===== config.mk =====
export PLATFORM = sky130hd
export DESIGN_NAME = mem_port_arbiter
export DESIGN_NICKNAME = d
export VERILOG_FILES = /design/src/rtl/mem_pkg.sv /design/src/rtl/rr_arbiter.sv /design/src/rtl/mem_port_arbiter.sv
export SDC_FILE = /design/constraint.sdc
export NUM_CORES = 1
export LEC_CHECK = 0
export CAP_MARGIN = 20
export CORE_ASPECT_RATIO = 1.5
export CORE_MARGIN = 8
export CORE_UTILIZATION = 30
export CTS_CLUSTER_SIZE = 30
export DETAILED_ROUTE_END_ITERATION = 7
export PLACE_DENSITY = 0.87
export SYNTH_ARGS = -nofsm -noshare
export SYNTH_HDL_FRONTEND = slang
export SYNTH_SLANG_ARGS = --single-unit

===== constraint.sdc =====
create_clock -name clk -period 7.7 [get_ports clk]
set_clock_uncertainty 0.15 [all_clocks]
set_input_delay 1.54 -clock clk [delete_from_list [all_inputs] [get_ports clk]]
set_output_delay 1.54 -clock clk [all_outputs]
set_load 0.01 [all_outputs]

===== src/rtl/mem_pkg.sv =====
// Shared constants and types for the 32K x 16 word-addressed memory.
package mem_pkg;

    localparam int MEM_AW     = 15;
    localparam int MEM_DW     = 16;
    localparam int MEM_RD_LAT = 2;

    typedef logic [15:1] mem_addr_t;
    typedef logic [15:0] mem_data_t;

endpackage


===== src/rtl/rr_arbiter.sv =====
// Round-robin arbiter: one-hot grant searched from ptr upward with wrap.
module rr_arbiter #(
    parameter int N  = 3,
    parameter int IW = 3
) (
    input  logic          clk,
    input  logic          rst_n,
    input  logic [N-1:0]  req,
    input  logic          advance,
    output logic [N-1:0]  grant,
    output logic [IW-1:0] grant_idx
);

    logic [IW-1:0] ptr;
    logic [N-1:0]  upper;
    logic [N-1:0]  pick;
    logic          found;

    // Prefer requests at or above ptr; if none, wrap to the lowest request.
    always_comb begin
        upper = '0;
        for (int i = 0; i < N; i++) begin
            upper[i] = req[i] && (IW'(i) >= ptr);
        end
        pick      = (|upper) ? upper : req;
        grant     = '0;
        grant_idx = '0;
        found     = 1'b0;
        for (int i = 0; i < N; i++) begin
            if (!found && pick[i]) begin
                found     = 1'b1;
                grant[i]  = 1'b1;
                grant_idx = IW'(i);
            end
        end
    end

    // Pointer moves just past the winner; wraps at N-1 even when N is not a power of two.
    always_ff @(posedge clk or negedge rst_n) begin
        if (!rst_n) begin
            ptr <= '0;
        end else if (advance) begin
            ptr <= (grant_idx == IW'(N-1)) ? '0 : grant_idx + 1'b1;
        end
    end

endmodule


===== src/rtl/mem_port_arbiter.sv =====
// Shares the memory read and write ports among NREQ requesters and
// routes each read word back to its issuer after the fixed read latency.
module mem_port_arbiter
    import mem_pkg::*;
#(
    parameter int NREQ = 3,
    parameter int IDW  = 3
) (
    input  logic                   clk,
    input  logic                   rst_n,
    input  logic [NREQ-1:0]        req_valid,
    input  logic [NREQ-1:0]        req_we,
    input  logic [NREQ*MEM_AW-1:0] req_addr,
    input  logic [NREQ*MEM_DW-1:0] req_wdata,
    output logic [NREQ-1:0]        req_ready,
    output logic [NREQ-1:0]        rsp_valid,
    output mem_data_t              rsp_data,
    output mem_addr_t              mem_raddr,
    input  mem_data_t              mem_rdata,
    output logic                   mem_wen,
    output mem_addr_t              mem_waddr,
    output mem_data_t              mem_wdata,
    output logic                   busy
);

    logic [NREQ-1:0]                 req_live;
    logic [NREQ-1:0]                 grant;
    logic [IDW-1:0]                  gidx;
    logic                            any_grant;
    logic                            g_we;
    logic                            rd_grant;
    mem_addr_t                       g_addr;
    mem_data_t                       g_wdata;
    mem_addr_t                       raddr_q;
    logic [MEM_RD_LAT-1:0]           vld_pipe;
    logic [MEM_RD_LAT-1:0][IDW-1:0]  id_pipe;

    // No grants while reset is asserted, even if requesters hold valid.
    assign req_live  = req_valid & {NREQ{rst_n}};
    assign any_grant = |req_live;

    rr_arbiter #(.N(NREQ), .IW(IDW)) u_arb (
        .clk       (clk),
        .rst_n     (rst_n),
        .req       (req_live),
        .advance   (any_grant),
        .grant     (grant),
        .grant_idx (gidx)
    );

    // Select the winning requester's payload slice.
    always_comb begin
        g_addr  = '0;
        g_wdata = '0;
        g_we    = 1'b0;
        for (int i = 0; i < NREQ; i++) begin
            if (grant[i]) begin
                g_addr  = req_addr[i*MEM_AW +: MEM_AW];
                g_wdata = req_wdata[i*MEM_DW +: MEM_DW];
                g_we    = req_we[i];
            end
        end
    end

    assign rd_grant  = any_grant && !g_we;
    assign req_ready = grant;
    assign mem_wen   = any_grant && g_we;
    assign mem_waddr = g_addr;
    assign mem_wdata = g_wdata;

    // Read address follows the grant, otherwise holds so the read port stays quiet.
    assign mem_raddr = rd_grant ? g_addr : raddr_q;

    // Remember the last driven read address.
    always_ff @(posedge clk or negedge rst_n) begin
        if (!rst_n) begin
            raddr_q <= '0;
        end else begin
            raddr_q <= mem_raddr;
        end
    end

    // In-flight tracker: one slot per cycle of memory read latency.
    always_ff @(posedge clk or negedge rst_n) begin
        if (!rst_n) begin
            vld_pipe <= '0;
            id_pipe  <= '0;
        end else begin
            vld_pipe <= {vld_pipe[MEM_RD_LAT-2:0], rd_grant};
            id_pipe  <= {id_pipe[MEM_RD_LAT-2:0], gidx};
        end
    end

    assign rsp_valid = vld_pipe[MEM_RD_LAT-1] ? (NREQ'(1) << id_pipe[MEM_RD_LAT-1]) : '0;
    assign rsp_data  = mem_rdata;
    assign busy      = |vld_pipe;

endmodule

* Word level (Yosys, flattened, before mapping) *
Cells that the tools add are included.

storage, ports and cells
  output and inout bits = 70
  register bits = 26
  RAM bits = 0
  memories kept = 0
  input port bits = 117
  ROM bits = 0
  logic and storage cells = 44
  bits in latches = 0

operators by class
  muxes and demuxes = 19
  multipliers = 0
  equality and inequality tests = 1
  order comparisons = 3
  bitwise gates (word level) = 1
  divide/modulo/power cells = 0
  add/sub/neg operators = 1
  reductions and logical operators = 13
  shift operators = 1

operators by type and width
  kind                   number
  $mux W15               4
  $mux W16               3
  $mux W3                3
  $mux W1                8
  $logic_and A1 B1 Y1    7
  $ge A1 B3 Y1 const A   2
  $reduce_or A3 Y1       2
  $add A2 B1 Y3 const B  1
  $and A3 B3 Y3          1
  $ge A2 B3 Y1 const A   1
  $logic_not A1 Y1       3
  $shl A1 B3 Y3 const A  1
  $eq A2 B2 Y1 const B   1
  $mux W2                1
  $reduce_or A2 Y1       1

* Logic depth before layout (Yosys ltp) *
Gate-level depths: netlist (run 1).

  depth after elaboration = 15
  depth in mapped cells = 8
  depth with buffers taken out = 6

* Cells and area by module *
Synthesis (run 1) repeated with hierarchy kept, for this count alone.

unflattened totals
  cell total of the unflattened synthesis = 203
  area total of the unflattened synthesis = 1773.0 µm²

by module, submodules not included
  module            times used  seq. area each (µm²)  cells each  area an instance (µm²)
  mem_port_arbiter  1           575.6                 177         1557.7
  rr_arbiter        1           75.1                  26          215.2

* Worst setup path before layout (run 1) *
OpenSTA, ideal clock, no wires.

  path kind = input port to output port
  start = input port req_valid[2]
  end = output port mem_raddr[10]
  cell stages on the path = 8
  buffers on the path = 3
  setup slack = 2.905 ns
  data arrival time = 3.105 ns
  required time = 6.010 ns
  path through = and2b_1 -> a211o_1 -> buf_6 -> and2_4 -> buf_6 -> buf_6 -> a221o_1 -> mux2_2

on the way
  elaborated cells on any way between the ends = 22

RTL lines
  what                     line                    text
  start, declared          mem_port_arbiter.sv:11  input logic [NREQ-1:0] req_valid,
  $and A3 B3 Y3 (*)        mem_port_arbiter.sv:39  assign req_live = req_valid & {NREQ{rst_n}};
  $logic_and A1 B1 Y1      rr_arbiter.sv:23        upper[i] = req[i] && (IW'(i) >= ptr);
  $reduce_or A3 Y1         rr_arbiter.sv:25        pick = (|upper) ? upper : req;
  $mux W3 (*)              rr_arbiter.sv:25
  $mux W1                  rr_arbiter.sv:30        if (!found && pick[i]) begin
  $logic_not A1 Y1         rr_arbiter.sv:30
  $logic_and A1 B1 Y1      rr_arbiter.sv:30
  $mux W1                  rr_arbiter.sv:30
  $logic_not A1 Y1         rr_arbiter.sv:30
  $logic_and A1 B1 Y1 (*)  rr_arbiter.sv:30
  $mux W1 (*)              rr_arbiter.sv:30
  via req_ready[2]         mem_port_arbiter.sv:15  output logic [NREQ-1:0] req_ready,
  $mux W15 (*)             mem_port_arbiter.sv:57  if (grant[i]) begin
  via mem_waddr[10]        mem_port_arbiter.sv:21  output mem_addr_t mem_waddr,
  $mux W15 (*)             mem_port_arbiter.sv:72  assign mem_raddr = rd_grant ? g_addr : raddr_q;
  end, declared            mem_port_arbiter.sv:18  output mem_addr_t mem_raddr,

Mark *: on every way through the listed nets, which the timed path passes. The rest lies on a longest branch.

* Worst setup path after layout (run 1) *
  start = input port rst_n
  end = output port mem_raddr[5]

on the way
  word-level cells in the longest chain between the ends = 15
  elaborated cells on any way between the ends = 24

ends and longest elaborated chain
  what                 line                    text
  start, declared      mem_port_arbiter.sv:10  input logic rst_n,
  $and A3 B3 Y3 (*)    mem_port_arbiter.sv:39
  $logic_and A1 B1 Y1  rr_arbiter.sv:23
  $reduce_or A3 Y1     rr_arbiter.sv:25
  $mux W3              rr_arbiter.sv:25
  $mux W1              rr_arbiter.sv:30
  $logic_not A1 Y1     rr_arbiter.sv:30
  $logic_and A1 B1 Y1  rr_arbiter.sv:30
  $mux W1              rr_arbiter.sv:30
  $logic_not A1 Y1     rr_arbiter.sv:30
  $logic_and A1 B1 Y1  rr_arbiter.sv:30
  $mux W1              rr_arbiter.sv:30
  $mux W1              mem_port_arbiter.sv:57
  $logic_not A1 Y1     mem_port_arbiter.sv:65  assign rd_grant = any_grant && !g_we;
  $logic_and A1 B1 Y1  mem_port_arbiter.sv:65
  $mux W15 (*)         mem_port_arbiter.sv:72

Every way passes the cells marked *; elsewhere a longest branch is shown, timed or not.

==> metrics.cfg, run 1 <==
[outcome]
status = finished, final reports clean

[setup_path]
path_class = in2out
cp_max_fo = 33
reg2reg_from = u_arb.ptr[1]
worst_r2r_endpoint = raddr_q[5]
startpoint_type = input pin
r2r_setup_slack_ns = 4.98
cp.required_ns = 6.01
critPathCaptureType = output port
arrival_ns = 4.76
ff2ff_path_depth = 5

[power]
p_comb_frac = 0.486
powerDensity_mw_per_mm2 = 162.5
p_leak_nw = 1.371
switching_share = 0.2891
peakVddDrop_mv = 0.08525
p_clk_frac = 0.215
p_sw_mw = 0.1500
p_int_mw = 0.3689
power.share.sequential = 0.298

[clock_tree]
clk_path_buf_depth = 2
ctsRootBufferMaster = clkbuf_8
ctsResizeCount = 0
cts_buffers = 3
postCtsSetupBuffers = 0
cts_max_level = 1
clock_sink_count = 24
postCtsHoldBufs = 0
tritoncts = yes
path_clk_slew_ns = 0.09
worstSkewPairLatency_ns = 0.27

[yosys]
synth_most_common_cell = nor2_1
synth_area_leaders = dfrtp_1 (36%), mux2_2 (10%), a221o_1 (9.0%)
async_flop_share = 1.000
synth_edf_count = 0
ys_warn_count = 0
synth_nets = 294
yosys.area.top_type_share = 0.3609
synthCells = 177
synth_common_cells = nor2_1 (32), dfrtp_1 (24), buf_4 (17)
ys_seq_elements = 24
yosys_most_used_dff = dfrtp_1
syn_avg_cell_area_sq_um = 9.402
synth_area_leader_cell = dfrtp_1
synth_cell_types = 29
syn_area_sq_mm = 0.001664
yosysSeqAreaShare = 0.3609

[grt]
overflow = 0
grt_first_pass_wirelength_um = 11900
grt_pass1_vias = 2208
grt_max_degree = 37
antenna_found_initial = 0
grtUsageTotal = 0.1796

[timing]
setup_viol = 0
fin_crit_ns = 6.452
max_clock_freq_mhz = 155.0
slew_viol_final = 0
worstMarginPinSlew_ns = 0.8193
rsz0062_at_grt = false
min_period_over_period = 0.8379
hold_viol_final = 0
relSlewSlack = 0.4538
fin_setup_tns_ns = 0

[placed_design]
gp_congestion = 0.7699
placedCellCount = 374
placed_area_sq_mm = 0.003122
io_buffers = 154
dp_hpwl_um = 6303

[detailed_routing]
vias = 1929
antenna_left = 0
wl_um = 7729
drt-pass1-iter-count = 4
wl_per_cell_um = 20.45
vias_per_cell = 5.103
drtIter0Drc = 49
drc_errors = 0

[floorplanning]
core_sq_mm = 0.005409
die-area_sq_mm = 0.008235
fp.dieW_um = 76.81
die_y_um = 107.2
io_pins = 187
initial_core_util = 0.3077
rows = 33

[finish]
diodes = 0
drive_above_1_share = 0.09416
nets = 426
fin_area_sq_mm = 0.003193
fillers = 458
layout.cells.non_filler = 378
syn2layout_area_growth_pct = 91.88

[worst_hold_path]
hold-path-cell-count = 0
min_from = id_pipe[1]
hold_class = reg2reg
hold_end = id_pipe[4]

[job]
drv_cap = 0

power groups by stage:
| stage | Clock [mW] | Combinational [mW] | Sequential [mW] |
|---|---|---|---|
| floorplan | 0 | 0.110 | 0.154 |
| global placement | 0 | 0.251 | 0.156 |
| detailed placement | 0 | 0.255 | 0.158 |
| CTS | 0.113 | 0.256 | 0.155 |
| global route | 0.119 | 0.272 | 0.157 |
| finish | 0.112 | 0.252 | 0.155 |
layer usage:
metal	share of wire	vias up	GRT usage
met2	0.49	126	0.3090
met3	0.15	14	0.1189
met1	0.34	883	0.1692
li1	-	906	-
met4	0.020	0	0.05525
met5	0	-	0
sequential cells by signal, indices dropped and copies added (netlist names):
| name | cells |
|---|---|
| id_pipe | 4 |
| raddr_q | 15 |
| u_arb.ptr | 3 |
| vld_pipe | 2 |
cells in the final DEF, fill, tap and decap left out, drive strengths merged:
cell	n
and2	3
buf	3
a221o	15
and3b	2
clkbuf	3
nor4bb	1
a21o	1
o31ai	1
inv	3
and2b	1
xor2	1
a21oi	1
nand2	7
a31oi	2
nor2	32
mux2	15
dfrtp	24
nor3b	1
a211o	1
clkdlybuf4s50	154
bufinv	1
or2	1
a221oi	16
or3b	1
nand3	3
and3	15
worst max-delay path, cell delays in order:
cell and delay, ns:
clkdlybuf4s50_1 0.86, nand2_1 0.11, a211o_1 0.32, inv_2 0.45, nand2_1 0.17, nand3_2 0.37
mux2_2 0.41, clkdlybuf4s50_1 0.50
stage by stage:
stage	total power, mW	hold slack, ns	utilization	setup slack [ns]
finish	0.5189	0.1968	0.5903	1.248
global route	0.5481	0.2077	0.5903	0.9681
detailed placement	0.4130	0.1878	0.5771	1.199
floorplan	0.2640	0.1812	-	2.905
CTS	0.5247	0.2021	0.5903	1.184
global placement	0.4065	0.1825	0.5771	1.285
layout make-up:
cell class                      count  area (sq um)  area share
Clock buffer                        3         41.29     0.01293
Clock inverter                      1         30.03    0.009404
Inverter                            3         11.26    0.003527
Multi-Input combinational cell    120         858.3      0.2688
Sequential cell                    24         600.6      0.1881
Tap cell                           70         87.58     0.02743
Timing Repair Buffer              157          1564      0.4898
worst max-delay path by stage:
stage          cells after the start         start  slack [ns]       endpoint
6_report                           8         rst_n        1.25   mem_raddr[5]
5_1_grt                            8         rst_n        0.97  mem_raddr[12]
4_1_cts                            8         rst_n        1.18   mem_raddr[5]
3_5_place_dp                       8         rst_n        1.20   mem_raddr[5]
3_3_place_gp                       7         rst_n        1.29  mem_raddr[12]
2_1_floorplan                      8  req_valid[2]        2.90  mem_raddr[10]
cell families (layout without fill, tap and decap cells):
family / Yosys count / count (layout) / synth area share
AOI/OAI and AO/OA: 37 / 37 / 0.2015
buffers and inverters: 33 / 164 / 0.1271
and+or+nand+nor: 67 / 67 / 0.2038
muxes: 15 / 15 / 0.1015
xor gates and xnor gates: 1 / 1 / 0.005264
DFF: 24 / 24 / 0.3609
(Power assumes the default switching activity.)
==> inputs of run 2 (changes only) <==
--- a/config.mk
+++ b/config.mk
@@ -8,10 +8,10 @@
 export CAP_MARGIN = 20
 export CORE_ASPECT_RATIO = 1.5
 export CORE_MARGIN = 8
-export CORE_UTILIZATION = 30
+export CORE_UTILIZATION = 25
 export CTS_CLUSTER_SIZE = 30
 export DETAILED_ROUTE_END_ITERATION = 7
-export PLACE_DENSITY = 0.87
+export PLACE_DENSITY = 0.77
 export SYNTH_ARGS = -nofsm -noshare
 export SYNTH_HDL_FRONTEND = slang
 export SYNTH_SLANG_ARGS = --single-unit
==> constraint.sdc (replaced) <==
create_clock -name clk -period 5.75 [get_ports clk]
set_clock_uncertainty 0.15 [all_clocks]
set_input_delay 1.15 -clock clk [delete_from_list [all_inputs] [get_ports clk]]
set_output_delay 1.15 -clock clk [all_outputs]
set_load 0.01 [all_outputs]
==> metrics.cfg, run 2 (synthesized netlist as in run 1, its figures left out) <==
[outcome]
status = finished, final reports clean

[power]
switching_share = 0.2881
p_int_mw = 0.4961
power.share.sequential = 0.296
p_clk_frac = 0.217
peakVddDrop_mv = 0.09253
p_leak_nw = 1.386
powerDensity_mw_per_mm2 = 216.2
p_sw_mw = 0.2008
p_comb_frac = 0.487

[finish]
regArea_sq_um = 600.6
final_cell_mix = clkdlybuf4s50_1 (154), nor2_1 (32), dfrtp_1 (24)
layout_commonest_cell = clkdlybuf4s50_1
fillers = 633
syn2layout_area_growth_pct = 93.68
nets = 429
drive_above_1_share = 0.1029
fin_area_sq_mm = 0.003223
top_regs = raddr_q (15), id_pipe (4), u_arb.ptr (3)
top_register = raddr_q
multiInputGateArea_sq_um = 858.3
final_util = 0.4969
largest_register_ffs = 15
diodes = 0

[setup_path]
cpMaxStageDelayCell = clkdlybuf4s50_1
r2r_setup_slack_ns = 3.29
crit_chain = clkdlybuf4s50_1 > buf_4 > nand2_1 > a21oi_2 > buf_4 > and2_4 > a221o_1 > mux2_2 > clkdlybuf4s50_1
critPathCaptureType = output port
max_stage_delay_ns = 0.55
worst_r2r_endpoint = raddr_q[4]
startpoint_type = input pin
reg2reg_from = u_arb.ptr[1]
arrival_ns = 3.90
critPathCapture = mem_raddr[10]
crit_path_start = rst_n
ff2ff_path_depth = 6
path_class = in2out
cp.required_ns = 4.45
cp_max_fo = 27

[floorplanning]
die-area_sq_mm = 0.009577
io_pins = 187
fp.dieW_um = 82.62
initial_core_util = 0.2566
core_sq_mm = 0.006486
rows = 36
die_y_um = 115.9

[detailed_routing]
wl_per_cell_um = 19.10
wl_um = 7393
antenna_left = 0
drtIter0Drc = 54
vias = 1935
drc_errors = 0
vias_per_cell = 5.000
drt-pass1-iter-count = 4

[clock_tree]
path_clk_slew_ns = 0.10
cts_buffers = 3
worstSkewPairLatency_ns = 0.26
ctsResizeCount = 0
tritoncts = yes
clk_path_buf_depth = 2
clock_sink_count = 24
ctsRootBufferMaster = clkbuf_8
postCtsSetupBuffers = 0
postCtsHoldBufs = 0
cts_max_level = 1

[grt]
grtUsageTotal = 0.1500
grt_pass1_vias = 2263
antenna_found_initial = 0
grt_max_degree = 33
grt_first_pass_wirelength_um = 11140
overflow = 0

[worst_hold_path]
hold_class = reg2reg

[timing]
slew_viol_final = 0
setup_viol = 0
max_clock_freq_mhz = 192.5
relSlewSlack = 0.6530
min_period_over_period = 0.9035
rsz0062_at_grt = false
worstMarginPinSlew_ns = 0.5161
fin_crit_ns = 5.195
fin_setup_tns_ns = 0
hold_viol_final = 0

[placed_design]
dp_hpwl_um = 6129
gp_congestion = 0.7642
placed_area_sq_mm = 0.003152
io_buffers = 154

[job]
drv_cap = 0

## run 2: metal layers
metal / vias up / GRT usage / wire [um]
li1: 908 / - / -
met2: 115 / 0.2816 / 3816
met5: - / 0 / 0
met4: 0 / 0.04162 / 129
met3: 12 / 0.06134 / 912
met1: 900 / 0.1422 / 2534
## run 2: power groups by stage
stage,logic [mW],clock network (mW),registers (mW)
6_report,0.340,0.151,0.206
5_1_grt,0.367,0.164,0.209
4_1_cts,0.345,0.159,0.206
3_5_place_dp,0.343,0,0.210
3_3_place_gp,0.339,0,0.209
2_1_floorplan,0.148,0,0.206
## run 2: per-stage QoR
step / setup WS [ns] / instances / power (mW) / hold WS [ns]
after floorplan: 1.735 / 177 / 0.3536 / 0.1812
final: 0.5547 / 387 / 0.6970 / 0.2091
after detailed placement: 0.4837 / 383 / 0.5532 / 0.1910
after CTS: 0.4821 / 387 / 0.7102 / 0.2123
after global placement: 0.5037 / 383 / 0.5472 / 0.1845
after global routing: 0.3312 / 387 / 0.7403 / 0.2181
## run 2: worst min path at each step
stage	cells past startpoint	slack (ns)	end	startpoint
floorplan	0	0.18	id_pipe[3]	id_pipe[0]
global placement	0	0.18	id_pipe[4]	id_pipe[1]
detailed placement	0	0.19	id_pipe[3]	id_pipe[0]
CTS	0	0.21	id_pipe[3]	id_pipe[0]
global route	0	0.22	id_pipe[3]	id_pipe[0]
finish	0	0.21	id_pipe[4]	id_pipe[1]
## run 2: worst max-delay path: cells and delay by family
family | cells | cell delay [ns]
compound gates | 2 | 0.41
buf+inv | 4 | 1.71
mux | 1 | 0.17
simple gates | 2 | 0.43
## run 2: final cells by class
cell class | instances | share of cell area
Timing Repair Buffer | 160 | 0.4922
Multi-Input combinational cell | 120 | 0.2663
Sequential cell | 24 | 0.1863
Tap cell | 76 | 0.02950
Clock buffer | 3 | 0.01281
Clock inverter | 1 | 0.009317
Inverter | 3 | 0.003494
